===== config.mk =====
export PLATFORM = sky130hd
export DESIGN_NAME = match_search_arbiter
export DESIGN_NICKNAME = d
export VERILOG_FILES = /design/src/rtl/match_search_arbiter.sv
export SDC_FILE = /design/constraint.sdc
export NUM_CORES = 1
export LEC_CHECK = 0
export BUFFER_PORTS_ARGS = -buffer_cell sky130_fd_sc_hd__buf_4
export CAP_MARGIN = 20
export CORE_UTILIZATION = 55
export CTS_CLUSTER_DIAMETER = 60
export DETAILED_ROUTE_END_ITERATION = 6
export PLACE_DENSITY = 0.83
export SYNTH_ARGS = -nofsm -noshare
export SYNTH_HDL_FRONTEND = slang
export SYNTH_SLANG_ARGS = --single-unit
export TNS_END_PERCENT = 100

===== constraint.sdc =====
create_clock -name clock -period 3.92 [get_ports clock]
set_input_delay 0.784 -clock clock [delete_from_list [all_inputs] [get_ports clock]]
set_output_delay 0.784 -clock clock [all_outputs]
set_load 0.005 [all_outputs]

===== src/rtl/match_search_arbiter.sv =====
// Round-robin arbiter sharing one pattern-match engine among NUM_REQ requesters.
// Optional SEARCH_STATS_EN adds saturating search/miss counters.
module match_search_arbiter #(
    parameter int          NUM_REQ  = 4,
    parameter int          ID_W     = 2,
    parameter logic [8:0]  MAX_ADDR = 9'd511
) (
    input  logic               clock,
    input  logic               reset,
    input  logic [NUM_REQ-1:0] req,
    output logic [NUM_REQ-1:0] grant,
    output logic               eng_start,
    output logic               eng_inc,
    output logic [8:0]         eng_addr,
    input  logic               eng_done,
    input  logic [8:0]         eng_match_address,
    output logic               rsp_valid,
    input  logic               rsp_ready,
    output logic [ID_W-1:0]    rsp_id,
    output logic               rsp_found,
    output logic [8:0]         rsp_location
`ifdef SEARCH_STATS_EN
    ,
    output logic [15:0]        stat_searches,
    output logic [15:0]        stat_misses
`endif
);

    typedef enum logic [1:0] {IDLE, START, SWEEP, RESP} state_t;

    state_t             r_state, w_state_nxt;
    logic [NUM_REQ-1:0] r_grant, w_grant_nxt;
    logic [ID_W-1:0]    r_ptr, w_ptr_nxt;
    logic               r_eng_start, w_eng_start_nxt;
    logic               r_eng_inc, w_eng_inc_nxt;
    logic [8:0]         r_eng_addr, w_eng_addr_nxt;
    logic               r_rsp_valid, w_rsp_valid_nxt;
    logic [ID_W-1:0]    r_rsp_id, w_rsp_id_nxt;
    logic               r_rsp_found, w_rsp_found_nxt;
    logic [8:0]         r_rsp_location, w_rsp_location_nxt;

    logic               w_win_vld;
    logic [ID_W-1:0]    w_win;
    logic [ID_W-1:0]    w_win_inc;
    logic               w_req_own;
    logic               w_accept;

    // First requester at or after the pointer, wrapping modulo NUM_REQ.
    always_comb begin
        w_win_vld = 1'b0;
        w_win     = '0;
        for (int i = 0; i < NUM_REQ; i++) begin
            if (!w_win_vld && req[(int'(r_ptr) + i) % NUM_REQ]) begin
                w_win_vld = 1'b1;
                w_win     = ID_W'((int'(r_ptr) + i) % NUM_REQ);
            end
        end
    end

    assign w_win_inc = (w_win == ID_W'(NUM_REQ - 1)) ? '0 : w_win + 1'b1;
    assign w_req_own = |(req & r_grant);
    assign w_accept  = (r_state == RESP) && r_rsp_valid && rsp_ready;

    always_comb begin
        w_state_nxt        = r_state;
        w_grant_nxt        = r_grant;
        w_ptr_nxt          = r_ptr;
        w_eng_start_nxt    = 1'b0;
        w_eng_inc_nxt      = r_eng_inc;
        w_eng_addr_nxt     = r_eng_addr;
        w_rsp_valid_nxt    = r_rsp_valid;
        w_rsp_id_nxt       = r_rsp_id;
        w_rsp_found_nxt    = r_rsp_found;
        w_rsp_location_nxt = r_rsp_location;
        unique case (r_state)
            IDLE: begin
                if (w_win_vld) begin
                    w_grant_nxt  = {{(NUM_REQ-1){1'b0}}, 1'b1} << w_win;
                    w_rsp_id_nxt = w_win;
                    w_ptr_nxt    = w_win_inc;
                    w_state_nxt  = START;
                end
            end
            START: begin
                w_eng_start_nxt = 1'b1;
                w_eng_inc_nxt   = 1'b1;
                w_eng_addr_nxt  = '0;
                w_state_nxt     = SWEEP;
            end
            SWEEP: begin
                // A dropped request abandons the search even if the engine reports now.
                if (!w_req_own) begin
                    w_grant_nxt   = '0;
                    w_eng_inc_nxt = 1'b0;
                    w_state_nxt   = IDLE;
                end else if (eng_done) begin
                    w_rsp_location_nxt = eng_match_address;
                    w_rsp_found_nxt    = 1'b1;
                    w_rsp_valid_nxt    = 1'b1;
                    w_eng_inc_nxt      = 1'b0;
                    w_state_nxt        = RESP;
                end else if (r_eng_addr == MAX_ADDR) begin
                    w_rsp_location_nxt = MAX_ADDR;
                    w_rsp_found_nxt    = 1'b0;
                    w_rsp_valid_nxt    = 1'b1;
                    w_eng_inc_nxt      = 1'b0;
                    w_state_nxt        = RESP;
                end else begin
                    w_eng_addr_nxt = r_eng_addr + 9'd1;
                end
            end
            RESP: begin
                if (rsp_ready) begin
                    w_rsp_valid_nxt = 1'b0;
                    w_grant_nxt     = '0;
                    w_state_nxt     = IDLE;
                end
            end
            default: w_state_nxt = IDLE;
        endcase
    end

    always_ff @(posedge clock or negedge reset) begin
        if (!reset) begin
            r_state        <= IDLE;
            r_grant        <= '0;
            r_ptr          <= '0;
            r_eng_start    <= 1'b0;
            r_eng_inc      <= 1'b0;
            r_eng_addr     <= '0;
            r_rsp_valid    <= 1'b0;
            r_rsp_id       <= '0;
            r_rsp_found    <= 1'b0;
            r_rsp_location <= '0;
        end else begin
            r_state        <= w_state_nxt;
            r_grant        <= w_grant_nxt;
            r_ptr          <= w_ptr_nxt;
            r_eng_start    <= w_eng_start_nxt;
            r_eng_inc      <= w_eng_inc_nxt;
            r_eng_addr     <= w_eng_addr_nxt;
            r_rsp_valid    <= w_rsp_valid_nxt;
            r_rsp_id       <= w_rsp_id_nxt;
            r_rsp_found    <= w_rsp_found_nxt;
            r_rsp_location <= w_rsp_location_nxt;
        end
    end

`ifdef SEARCH_STATS_EN
    logic [15:0] r_stat_searches, r_stat_misses;

    always_ff @(posedge clock or negedge reset) begin
        if (!reset) begin
            r_stat_searches <= '0;
            r_stat_misses   <= '0;
        end else if (w_accept) begin
            if (r_stat_searches != 16'hFFFF) r_stat_searches <= r_stat_searches + 16'd1;
            if (!r_rsp_found && r_stat_misses != 16'hFFFF) r_stat_misses <= r_stat_misses + 16'd1;
        end
    end

    assign stat_searches = r_stat_searches;
    assign stat_misses   = r_stat_misses;
`else
    logic w_accept_unused;
    assign w_accept_unused = w_accept;
`endif

    assign grant        = r_grant;
    assign eng_start    = r_eng_start;
    assign eng_inc      = r_eng_inc;
    assign eng_addr     = r_eng_addr;
    assign rsp_valid    = r_rsp_valid;
    assign rsp_id       = r_rsp_id;
    assign rsp_found    = r_rsp_found;
    assign rsp_location = r_rsp_location;

endmodule


---- After elaboration in Yosys (flattened, before gate mapping) ----
Index checks and enable logic that the tools add are counted.
W data, S select, Z words.
cells by class
  add/sub/neg operators ................... 5
  magnitude comparators ................... 4
  eq/ne operators ......................... 13
  shift-type cells ........................ 1
  mux-type cells .......................... 47
  bitwise operators ....................... 4
  reductions and logical operators ........ 22
operators by type and width
  operator               count
  $mux W9                5
  $mux W1                20
  $mux W2                10
  $pmux W9 S2            1
  $lt A3 B4 Y1 const B   3
  $mux W4                3
  $ne A2 B2 Y1 const B   6
  $pmux W4 S3            1
  $reduce_and A4 Y1      3
  $add A9 B1 Y9 const B  1
  $eq A9 B9 Y1 const B   1
  $bmux W1 S2            4
  $pmux W2 S4            1
  $eq A2 B2 Y1 const B   3
  $reduce_and A3 Y1      2
  $reduce_bool A2 Y1     3
  $reduce_or A2 Y1       3
  $add A2 B1 Y2 const B  2
  $add A2 B2 Y2 const B  2
  $and A4 B4 Y4          1
  $ne A4 B4 Y1 const B   1
  $pmux W1 S2            2
  $reduce_and A2 Y1      2
  $reduce_or A4 Y1       1
  9 further kinds        15
storage, ports and cells
  bits in registers ....................... 32
  input bits .............................. 17
  output and inout bits ................... 28

---- Depth between registers and ports, before layout ----
  depth after elaboration ................. 17
  depth in mapped cells ................... 9

---- Worst setup path after synthesis ----
No wires, ideal clock.
  path type ............................... flip-flop to flip-flop
  start point ............................. reg r_eng_addr[0] (netlist: eng_addr[0])
  end point ............................... reg r_eng_addr[5] (netlist: eng_addr[5])
  setup time .............................. 0.077 ns
  arrival time ............................ 1.814 ns
  data required time ...................... 3.843 ns
  slack ................................... 2.029 ns
  cell stages (with the launch flop) ...... 9
  clock period less this slack ............ 1.891 ns
  cell sequence ........................... dfrtp_1 ha_1 nand3_1 nor2_1 ha_1 nor3b_2 o21ai_2 or4_1 a21oi_1
between the ends
  longest elaborated chain between the ends .. 5
  elaborated cells between the ends (all ways) .. 8
  those cells by class .................... add/sub: 1; eq/ne: 2; mux: 4; reduce/logical: 1
ends and longest elaborated chain
  item                    RTL line  RTL
  start, declared         36        logic [8:0] r_eng_addr, w_eng_addr_nxt;
  start signal, assigned  141       r_eng_addr <= w_eng_addr_nxt;
  $add A9 B1 Y9           109       w_eng_addr_nxt = r_eng_addr + 9'd1;
  $mux W9                 102       end else if (r_eng_addr == MAX_ADDR) begin
  $mux W9                 96        end else if (eng_done) begin
  $mux W9                 92        if (!w_req_own) begin
  $pmux W9 S2             75        unique case (r_state)
Parallel ways exist; a longest one is shown, timed or not. The select of a mux whose other input is x is not followed.
A chain may end at the register's enable or synchronous reset.

---- Worst setup path in the final report ----
  start point ............................. reg r_eng_addr[0] (netlist: eng_addr[0])
  end point ............................... reg r_rsp_valid (netlist: rsp_valid)
between the ends
  longest elaborated chain between the ends .. 3
ends and longest elaborated chain
  item                                RTL line  RTL
  $eq A9 B9 Y1                        102
  $ne A3 B3 Y1 (no source line)       n/a
  $reduce_and A4 Y1 (no source line)  n/a
  end signal, assigned                142       r_rsp_valid <= w_rsp_valid_nxt;
  end, declared                       37        logic r_rsp_valid, w_rsp_valid_nxt;
No other way between the ends.

==> results.json <==
{
  "final.setup.tns_ns": 0,
  "wl_met1_um": 1580,
  "route.met2.wl_um": 1700,
  "yosys_warnings": 0,
  "p_leak_nw": 1.00,
  "post-cts-setup-buffer-count": 0,
  "drc": 0,
  "grt_pass1_wl_um": 6320,
  "cts_hold_buf": 0,
  "grt_usage": 0.258,
  "routed_wl_um": 3530,
  "start_util": 0.587,
  "drive_gt1_frac": 0.260,
  "vias_per_cell": 5.81,
  "area_growth_pct": 24.8,
  "endpoint": "rsp_valid$_DFFE_PN0P_",
  "cts_buffer_depth": 2,
  "place_inst": 232,
  "critical_path_required_ns": 4.14,
  "multi_input_area_um2": 787,
  "seq_power_share": 0.415,
  "vias": 1388,
  "routed-wl-met3_um": 195,
  "cp-start-kind": "register",
  "port_buffers": 44,
  "power_mw": 1.30,
  "skew_ns": 0.00605,
  "cts_made_buffers": 5,
  "slew_violations": 0,
  "setup.worst_path.end_class": "register",
  "wl_per_cell_um": 14.8,
  "cap_violations": 0,
  "final_util": 0.732,
  "syn_area_um2": 1630,
  "reg2regPathDepth": 8,
  "tightest_slew_ns": 0.816,
  "ctsResizeCount": 0,
  "period_minus_slack_ns": 2.19,
  "htree_num_levels": 2,
  "max_freq_ghz": 0.457,
  "yosysTopAreaCellShare": 0.491,
  "grt_overflow": 0,
  "setup_viol": 0,
  "power_density_nw_per_um2": 640,
  "cts_tree": "done",
  "clkLatencyLatePin_ns": 0.33,
  "p_comb_frac": 0.454,
  "ir_worst_vdd_mv": 0.497,
  "postSynthCellCount": 159,
  "p_clk_frac": 0.131,
  "seq_area_frac_synth": 0.491,
  "synth.largest_area_cell": "dfrtp_1",
  "reg2reg_slack_ns": 1.73,
  "register_area_um2": 801,
  "r2r_end": "rsp_valid$_DFFE_PN0P_",
  "first_pass_iters": 4,
  "crit_fanout": 12,
  "relSlewSlack": 0.456,
  "status": "finished clean",
  "core-area_um2": 2780,
  "clkTransAtPathRegs_ns": 0.09,
  "hp-class": "primary input to asynchronous set/reset pin",
  "gp_congestion": 0.841,
  "antenna_found_initial": 0,
  "postSynthAreaPerCell_um2": 10.3,
  "hold_violations": 0,
  "ys_seq_elements": 32,
  "rows": 19,
  "cts-root-buf": "clkbuf_4",
  "ys_types": 34,
  "p_sw_frac": 0.364,
  "hpwl_um": 2710,
  "fin_cells": 239,
  "netSwitchingPower_mw": 0.475,
  "n_antenna_cell": 0,
  "nFillCells": 205,
  "fin_hold_ws_ns": 0.373,
  "fin_nets": 236,
  "pin_count": 45,
  "p_int_mw": 0.829,
  "die-area_um2": 3190,
  "grt_max_degree": 33,
  "timing.rr.start": "eng_addr[0]$_DFFE_PN0P_",
  "grt_pass1_vias": 1433,
  "highest_layer": "met4",
  "die_h_um": 56.5,
  "drt.antenna.violating_nets": 0,
  "mappedNetlistNets": 187,
  "die_w_um": 56.5,
  "path_class": "register to register",
  "synth.top_cells.by_area": "dfrtp_1 49%, ha_1 8.4%, nand2_1 5.5%",
  "worstPathArrival_ns": 2.41,
  "drtIter0Drc": 62,
  "crit_path_start": "eng_addr[0]$_DFFE_PN0P_",
  "cts.sinks": 32,
  "period_share": 0.558,
  "rsz0062_at_grt": "false"
}
-- critical path, cell delays in order, from the launching register on --
cell,delay (ns)
dfrtp_1,0.42
ha_1,0.22
nand3_1,0.08
nor2_1,0.10
ha_1,0.18
o21ai_0,0.08
a21oi_1,0.65
o21ai_0,0.19
o2bb2ai_1,0.16
-- placed cells by master (no fill, tap or decap), types with 2 or more instances in the layout --
cell type / netlist / layout
a21o_1: 2 / 2
a21oi_1: 8 / 8
a22o_1: 3 / 3
a22oi_1: 2 / 2
buf_4: 0 / 44
clkbuf_4: 0 / 5
dfrtp_1: 32 / 32
ha_1: 11 / 11
inv_1: 9 / 9
mux2i_1: 5 / 5
nand2_1: 24 / 24
nand2b_1: 2 / 2
nand3_1: 6 / 6
nor2_1: 6 / 6
nor2b_1: 2 / 2
nor3b_2: 2 / 2
o21ai_0: 12 / 12
o22a_1: 10 / 10
o31ai_1: 2 / 2
or3_1: 3 / 3
or4_1: 2 / 2
-- per-layer routing --
metal / track usage / vias up
met1: 0.324 / 660
met2: 0.424 / 48
met4: 0.122 / 0
li1: - / 675
met5: 0 / -
met3: 0.0553 / 5
-- worst min path at each step --
stage | startpoint | end | slack (ns) | depth (start not counted)
after detailed placement | rsp_id[1]$_DFFE_PN0P_ | rsp_id[1]$_DFFE_PN0P_ | 0.47 | 2
after global placement | rsp_id[1]$_DFFE_PN0P_ | rsp_id[1]$_DFFE_PN0P_ | 0.46 | 2
after CTS | reset | eng_addr[7]$_DFFE_PN0P_ | 0.38 | 1
after global routing | reset | eng_addr[7]$_DFFE_PN0P_ | 0.39 | 1
final | reset | rsp_location[1]$_DFFE_PN0P_ | 0.37 | 1
after floorplan | rsp_id[0]$_DFFE_PN0P_ | rsp_id[0]$_DFFE_PN0P_ | 0.47 | 2
-- flip-flops by register name, indices dropped and copies added (netlist names) --
signal	count
eng_start	1
grant	4
r_ptr	2
rsp_id	2
eng_inc	1
rsp_found	1
rsp_valid	1
rsp_location	9
eng_addr	9
r_state	2
-- power by group through the flow --
| stage | sequential (mW) | combinational, mW | clock, mW |
|---|---|---|---|
| 4_1_cts | 0.542 | 0.596 | 0.177 |
| 5_1_grt | 0.559 | 0.665 | 0.186 |
| 3_5_place_dp | 0.550 | 0.592 | 0 |
| 3_3_place_gp | 0.536 | 0.573 | 0 |
| 6_report | 0.541 | 0.592 | 0.170 |
| 2_1_floorplan | 0.539 | 0.344 | 0 |
-- cells by family after synthesis --
| group | after synthesis | synth area share |
|---|---|---|
| buffers and inverters | 11 | 0.0268 |
| AOI/OAI and AO/OA | 48 | 0.207 |
| and+or+nand+nor | 52 | 0.160 |
| DFF | 32 | 0.491 |
| adders and majority gates | 11 | 0.0844 |
| muxes | 5 | 0.0307 |
-- cells in the mapped netlist --
cell type and instances:
o41ai_1 1, nor3b_2 2, a21boi_0 1, buf_2 2
ha_1 11, o21ai_2 1, nand2b_1 2, o211ai_1 1
o31ai_1 2, a22oi_1 2, or3_1 3, a221o_1 1
or4_1 2, a22o_1 3, a21o_1 2, a21oi_1 8
and2_1 1, nand4_1 1, nand3_1 6, nor2_1 6
o21ai_0 12, nor2b_1 2, dfrtp_1 32, a31o_2 1
o2bb2ai_1 1, o311ai_0 1, inv_1 9, mux2i_1 5
nor4_1 1, o211a_1 1, o22a_1 10, nand2_1 24
and4_1 1, and2b_1 1
-- through the flow --
step | cell area, µm² | worst slack (ns)
after floorplan | 1630 | 2.03
after global placement | 1990 | 1.81
after detailed placement | 1990 | 1.76
after CTS | 2040 | 1.73
after global routing | 2040 | 1.49
final | 2040 | 1.73
-- final cells by class --
type / count / area share
Sequential cell: 32 / 0.393
Timing Repair Buffer: 44 / 0.162
Multi-Input combinational cell: 116 / 0.386
Inverter: 9 / 0.0166
Clock buffer: 6 / 0.0203
Tap cell: 31 / 0.0190
Clock inverter: 1 / 0.00246
(Power assumes the default switching activity.)
